==> src/rtl/uidbufr_interconnect.sv <==
// Four-to-one FDMA read-channel arbiter; one channel owns the port for a whole burst.
// Optional UIDBUFR_IC_ROUND_ROBIN_EN selects round-robin instead of fixed priority (ch1 highest).
module uidbufr_interconnect #(
   parameter int AXI_DATA_WIDTH = 32,
   parameter int AXI_ADDR_WIDTH = 23
) (
   input  logic                      ui_clk,
   input  logic                      ui_rst,
   input  logic [AXI_ADDR_WIDTH-1:0] fdma_raddr_1,
   input  logic                      fdma_rareq_1,
   input  logic [15:0]               fdma_rsize_1,
   output logic                      fdma_rbusy_1,
   output logic [AXI_DATA_WIDTH-1:0] fdma_rdata_1,
   output logic                      fdma_rvalid_1,
   input  logic [AXI_ADDR_WIDTH-1:0] fdma_raddr_2,
   input  logic                      fdma_rareq_2,
   input  logic [15:0]               fdma_rsize_2,
   output logic                      fdma_rbusy_2,
   output logic [AXI_DATA_WIDTH-1:0] fdma_rdata_2,
   output logic                      fdma_rvalid_2,
   input  logic [AXI_ADDR_WIDTH-1:0] fdma_raddr_3,
   input  logic                      fdma_rareq_3,
   input  logic [15:0]               fdma_rsize_3,
   output logic                      fdma_rbusy_3,
   output logic [AXI_DATA_WIDTH-1:0] fdma_rdata_3,
   output logic                      fdma_rvalid_3,
   input  logic [AXI_ADDR_WIDTH-1:0] fdma_raddr_4,
   input  logic                      fdma_rareq_4,
   input  logic [15:0]               fdma_rsize_4,
   output logic                      fdma_rbusy_4,
   output logic [AXI_DATA_WIDTH-1:0] fdma_rdata_4,
   output logic                      fdma_rvalid_4,
   output logic [AXI_ADDR_WIDTH-1:0] fdma_raddr,
   output logic                      fdma_rareq,
   output logic [15:0]               fdma_rsize,
   input  logic                      fdma_rbusy,
   input  logic [AXI_DATA_WIDTH-1:0] fdma_rdata,
   input  logic                      fdma_rvalid,
   output logic [3:0]                grant,
   output logic                      err_len
);

   typedef enum logic [1:0] {S_IDLE, S_REQ, S_XFER, S_REL} state_t;

   state_t                    state_q, state_d;
   logic [1:0]                win_q, win_d;
   logic [3:0]                grant_q, grant_d;
   logic                      rareq_q, rareq_d;
   logic [AXI_ADDR_WIDTH-1:0] raddr_q, raddr_d;
   logic [15:0]               rsize_q, rsize_d;
   logic [15:0]               cnt_q, cnt_d;
   logic                      err_q, err_d;

   logic [3:0]                req;
   logic [AXI_ADDR_WIDTH-1:0] addr_a [4];
   logic [15:0]               size_a [4];
   logic [1:0]                win_idx;
   logic                      found;

   assign req       = {fdma_rareq_4, fdma_rareq_3, fdma_rareq_2, fdma_rareq_1};
   assign addr_a[0] = fdma_raddr_1;
   assign addr_a[1] = fdma_raddr_2;
   assign addr_a[2] = fdma_raddr_3;
   assign addr_a[3] = fdma_raddr_4;
   assign size_a[0] = fdma_rsize_1;
   assign size_a[1] = fdma_rsize_2;
   assign size_a[2] = fdma_rsize_3;
   assign size_a[3] = fdma_rsize_4;

`ifdef UIDBUFR_IC_ROUND_ROBIN_EN
   logic [1:0] ptr_q, ptr_d;
   logic [1:0] idx;

   always_comb begin
      win_idx = '0;
      found   = 1'b0;
      idx     = '0;
      for (int unsigned i = 0; i < 4; i++) begin
         idx = ptr_q + 2'(i);
         if (!found && req[idx]) begin
            found   = 1'b1;
            win_idx = idx;
         end
      end
   end
`else
   always_comb begin
      win_idx = '0;
      found   = 1'b0;
      for (int unsigned i = 0; i < 4; i++) begin
         if (!found && req[i]) begin
            found   = 1'b1;
            win_idx = 2'(i);
         end
      end
   end
`endif

   always_comb begin
      state_d = state_q;
      win_d   = win_q;
      grant_d = grant_q;
      rareq_d = rareq_q;
      raddr_d = raddr_q;
      rsize_d = rsize_q;
      cnt_d   = cnt_q;
      err_d   = err_q;
`ifdef UIDBUFR_IC_ROUND_ROBIN_EN
      ptr_d   = ptr_q;
`endif
      case (state_q)
         S_IDLE: begin
            if (found) begin
               win_d   = win_idx;
               grant_d = 4'b0001 << win_idx;
               raddr_d = addr_a[win_idx];
               rsize_d = size_a[win_idx];
               rareq_d = 1'b1;
               cnt_d   = '0;
               state_d = S_REQ;
            end
         end
         S_REQ: begin
            // beats returned alongside the busy handshake still belong to the owner
            if (fdma_rvalid) cnt_d = cnt_q + 16'd1;
            if (fdma_rbusy) begin
               rareq_d = 1'b0;
               state_d = S_XFER;
            end
         end
         S_XFER: begin
            if (fdma_rvalid) cnt_d = cnt_q + 16'd1;
            if (!fdma_rbusy) state_d = S_REL;
         end
         S_REL: begin
            if (cnt_q != rsize_q) err_d = 1'b1;
            grant_d = '0;
`ifdef UIDBUFR_IC_ROUND_ROBIN_EN
            ptr_d   = win_q + 2'd1;
`endif
            state_d = S_IDLE;
         end
         default: state_d = S_IDLE;
      endcase
   end

   always_ff @(posedge ui_clk or posedge ui_rst) begin
      if (ui_rst) begin
         state_q <= S_IDLE;
         win_q   <= '0;
         grant_q <= '0;
         rareq_q <= 1'b0;
         raddr_q <= '0;
         rsize_q <= '0;
         cnt_q   <= '0;
         err_q   <= 1'b0;
`ifdef UIDBUFR_IC_ROUND_ROBIN_EN
         ptr_q   <= '0;
`endif
      end else begin
         state_q <= state_d;
         win_q   <= win_d;
         grant_q <= grant_d;
         rareq_q <= rareq_d;
         raddr_q <= raddr_d;
         rsize_q <= rsize_d;
         cnt_q   <= cnt_d;
         err_q   <= err_d;
`ifdef UIDBUFR_IC_ROUND_ROBIN_EN
         ptr_q   <= ptr_d;
`endif
      end
   end

   assign fdma_raddr    = raddr_q;
   assign fdma_rareq    = rareq_q;
   assign fdma_rsize    = rsize_q;
   assign grant         = grant_q;
   assign err_len       = err_q;

   assign fdma_rbusy_1  = grant_q[0] & fdma_rbusy;
   assign fdma_rbusy_2  = grant_q[1] & fdma_rbusy;
   assign fdma_rbusy_3  = grant_q[2] & fdma_rbusy;
   assign fdma_rbusy_4  = grant_q[3] & fdma_rbusy;
   assign fdma_rvalid_1 = grant_q[0] & fdma_rvalid;
   assign fdma_rvalid_2 = grant_q[1] & fdma_rvalid;
   assign fdma_rvalid_3 = grant_q[2] & fdma_rvalid;
   assign fdma_rvalid_4 = grant_q[3] & fdma_rvalid;
   assign fdma_rdata_1  = fdma_rdata;
   assign fdma_rdata_2  = fdma_rdata;
   assign fdma_rdata_3  = fdma_rdata;
   assign fdma_rdata_4  = fdma_rdata;

endmodule

==> config.mk <==
export PLATFORM = sky130hd
export DESIGN_NAME = uidbufr_interconnect
export DESIGN_NICKNAME = d
export VERILOG_FILES = /design/src/rtl/uidbufr_interconnect.sv
export SDC_FILE = /design/constraint.sdc
export NUM_CORES = 1
export LEC_CHECK = 0
export CAP_MARGIN = 20
export CORE_AREA = 2 2 146 148
export CTS_CLUSTER_DIAMETER = 60
export CTS_CLUSTER_SIZE = 30
export DETAILED_ROUTE_END_ITERATION = 8
export DIE_AREA = 0 0 148 150
export PLACE_DENSITY = 0.6
export RECOVER_POWER = 50
export SLEW_MARGIN = 20
export SYNTH_ARGS = -nofsm -noshare
export SYNTH_HDL_FRONTEND = slang
export SYNTH_SLANG_ARGS = --single-unit
==> constraint.sdc <==
create_clock -name ui_clk -period 4.5 [get_ports ui_clk]
set_input_delay 0.9 -clock ui_clk [delete_from_list [all_inputs] [get_ports ui_clk]]
set_output_delay 0.9 -clock ui_clk [all_outputs]
set_load 0.05 [all_outputs]
==> impl_results.md <==
* Max_cap viols at 0
* Via density at 4.68
* Die area at 0.0222 mm^2
* DR WL met2 at 8820 um
* Final period utilization at 0.773
* Sequential area share after synthesis at 0.317
* First-pass GRT wire length at 26,200 um
* CTS tree: done
* CP max FO at 6
* M1 WL at 7300 um
* Top sig layer: met4
* I/O pin cnt at 377
* Net Count, Synth at 771
* Largest net degree at the start of global routing at 55
* Setup Viol. Count Final at 0
* CP arrival at 2580 ps
* Worst-Skew Late Latency at 330 ps
* Residual DRC count at 0
* Gate count after technology mapping at 569
* DP HPWL at 13,300 um
* Vias in the first global route at 4,326
* Asr flop ratio synth at 1.00
* WL met3 at 1090 um
* Worst-margin pin slew at 1260 ps
* Antenna-violating nets left at 0
* Min Clock Period, post-route at 3480 ps
* Clock skew at 5.42 ps
* RSZ-0062 raised after global routing: false
* Worst Path Required at 3600 ps
* YS warnings at 0
* Initial Util at 0.240
* Max-slew headroom at 0.157
* Overflow after GRT at 0
* Gr usage total at 0.156
* Layout Nets at 843
* F_max at 287 MHz
* Number of port buffers at 216
* Buffer depth of the longest clock path at 2
* Post-CTS sizing at 0
* Power Density at 534 mW/mm^2
* Routability cong. at 0.793
* DR pass1 iterations at 4
* Clk root buf: clkbuf_16
* Setup Crit Path Kind: in -> out
* Tightest Hold Check Type: reg -> reg
* Cts bufs inserted at 9
* Min Hold Slack at 476 ps
* Initial antenna violation count at 0
* Leakage at 0.00260 uW
* Peak supply drop at 253 uV
* Status: completed
* N_diodes at 0
* TNS Setup at 0 ps
* Primary FF master, synth: dfrtp_1
* Wire per inst at 18.9 um
* Startpoint Class: primary input
* Starting DRT DRC Count at 269
* Area of the mapped netlist at 0.00497 mm^2
* CTS HTree Levels at 3
* Synthesized area per cell at 8.74 um^2
* Fin. max-slew vios at 0
* Die width at 148 um
* Chip Height at 150 um
* Fin util at 0.324
* Area grow syn2layout at 34.7%
* Postcts setup bufs at 0
* Number of synthesized register bits at 63
* Clk slew on worst S/H paths at 50 ps
* Number of synthesized flops with an enable pin at 0
* Fin. Hold Viols at 0
* Num rows at 53
* Layout cells sized above 1 at 0.0497
* Total clock sinks at 63
* CP endpoint kind: output port
* Yosys cell types at 43
* Core area at 0.0207 mm^2
* Drt total wl at 17,400 um
* Cts hold-fix bufs at 0
* Vias at 4,305
## cell type report
type	instances	area, um^2
fillers	2199	14000
clock inverters	2	10.0
clock buffers	12	236
multi-input cells	329	2250
flip-flops and latches	63	1580
well taps	275	344
repair buffers	227	2230
inverters	11	41.3
## synth_stat cells, drive strengths merged (4+ instances only)
master / instances / area share
a211oi: 4 / 0.0060
a21oi: 20 / 0.020
a221o: 31 / 0.062
a221oi: 8 / 0.014
a32oi: 31 / 0.055
and2: 9 / 0.011
buf: 138 / 0.20
clkbuf: 28 / 0.021
dfrtp: 63 / 0.32
ha: 6 / 0.015
inv: 11 / 0.0083
nand2: 58 / 0.044
nand2b: 31 / 0.039
nand3: 6 / 0.0060
nand3b: 9 / 0.014
nor2: 7 / 0.0053
nor4: 5 / 0.0093
o21ai: 44 / 0.044
o31ai: 7 / 0.011
or4: 5 / 0.0076
xnor2: 4 / 0.0070
xor2: 16 / 0.028
## critical path: stages
cell and delay, ps:
clkdlybuf4s50_1 680, and2_1 190, clkdlybuf4s50_1 800
## where the power goes
group | total [uW] | internal (uW) | switching (uW) | leakage [uW]
logic | 1990 | 713 | 1280 | 0.00168
registers | 975 | 781 | 195 | 0.000803
clock network | 608 | 364 | 244 | 0.000122
## path summary, 6_finish.rpt
path / from / endpoint / slack [ps] / cells after the start
worst max register to register: state_q[0] / cnt_q[5] / 1980 / 6
worst max-delay path: fdma_rbusy / fdma_rbusy_4 / 1020 / 3
min in group asynchronous: ui_rst / fdma_rsize[13] / 1350 / 2
worst min register to register: fdma_raddr[14] / fdma_raddr[14] / 480 / 2
worst min-delay path: fdma_raddr[14] / fdma_raddr[14] / 480 / 2
max in group asynchronous: ui_rst / fdma_rsize[15] / 2210 / 3
## routing by layer
layer | global-route usage | up-vias
met4 | 0.0414 | 0
met2 | 0.269 | 165
met5 | 0 | -
met3 | 0.0485 | 12
li1 | - | 2073
met1 | 0.190 | 2055
## state kept, by name, indices dropped and copies added (netlist names)
signal and flops:
fdma_raddr 23, grant 4, err_len 1, state_q 2, fdma_rareq 1, cnt_q 16, fdma_rsize 16
## cell usage in the layout, fill, tap and decap left out, types with 11 or more instances in the layout
cell type        Yosys  layout
clkdlybuf4s50_1      0     213
dfrtp_1             63      63
nand2_1             58      58
o21ai_0             44      44
a221o_1             31      31
nand2b_1            31      31
a32oi_1             31      31
a21oi_1             20      20
xor2_1              16      16
inv_1               11      11
buf_4              130      11
## logic make-up after synthesis
group,share of synthesized area
adders and majority gates,0.0151
and+or+nand+nor,0.156
muxes,0.00654
xor gates and xnor gates,0.0352
buffers and inverters,0.234
AOI/OAI and AO/OA,0.237
DFF,0.317
## per-stage QoR
step | cells | total power [uW] | setup WS [ps] | area [um^2]
after floorplan | 569 | 2530 | 2030 | 4970
after global placement | 905 | 2980 | 1010 | 6450
after detailed placement | 905 | 3000 | 1010 | 6450
after CTS | 919 | 3630 | 1000 | 6700
after global routing | 919 | 3800 | 957 | 6700
final | 919 | 3570 | 1020 | 6700
(Power assumes the default switching activity.)
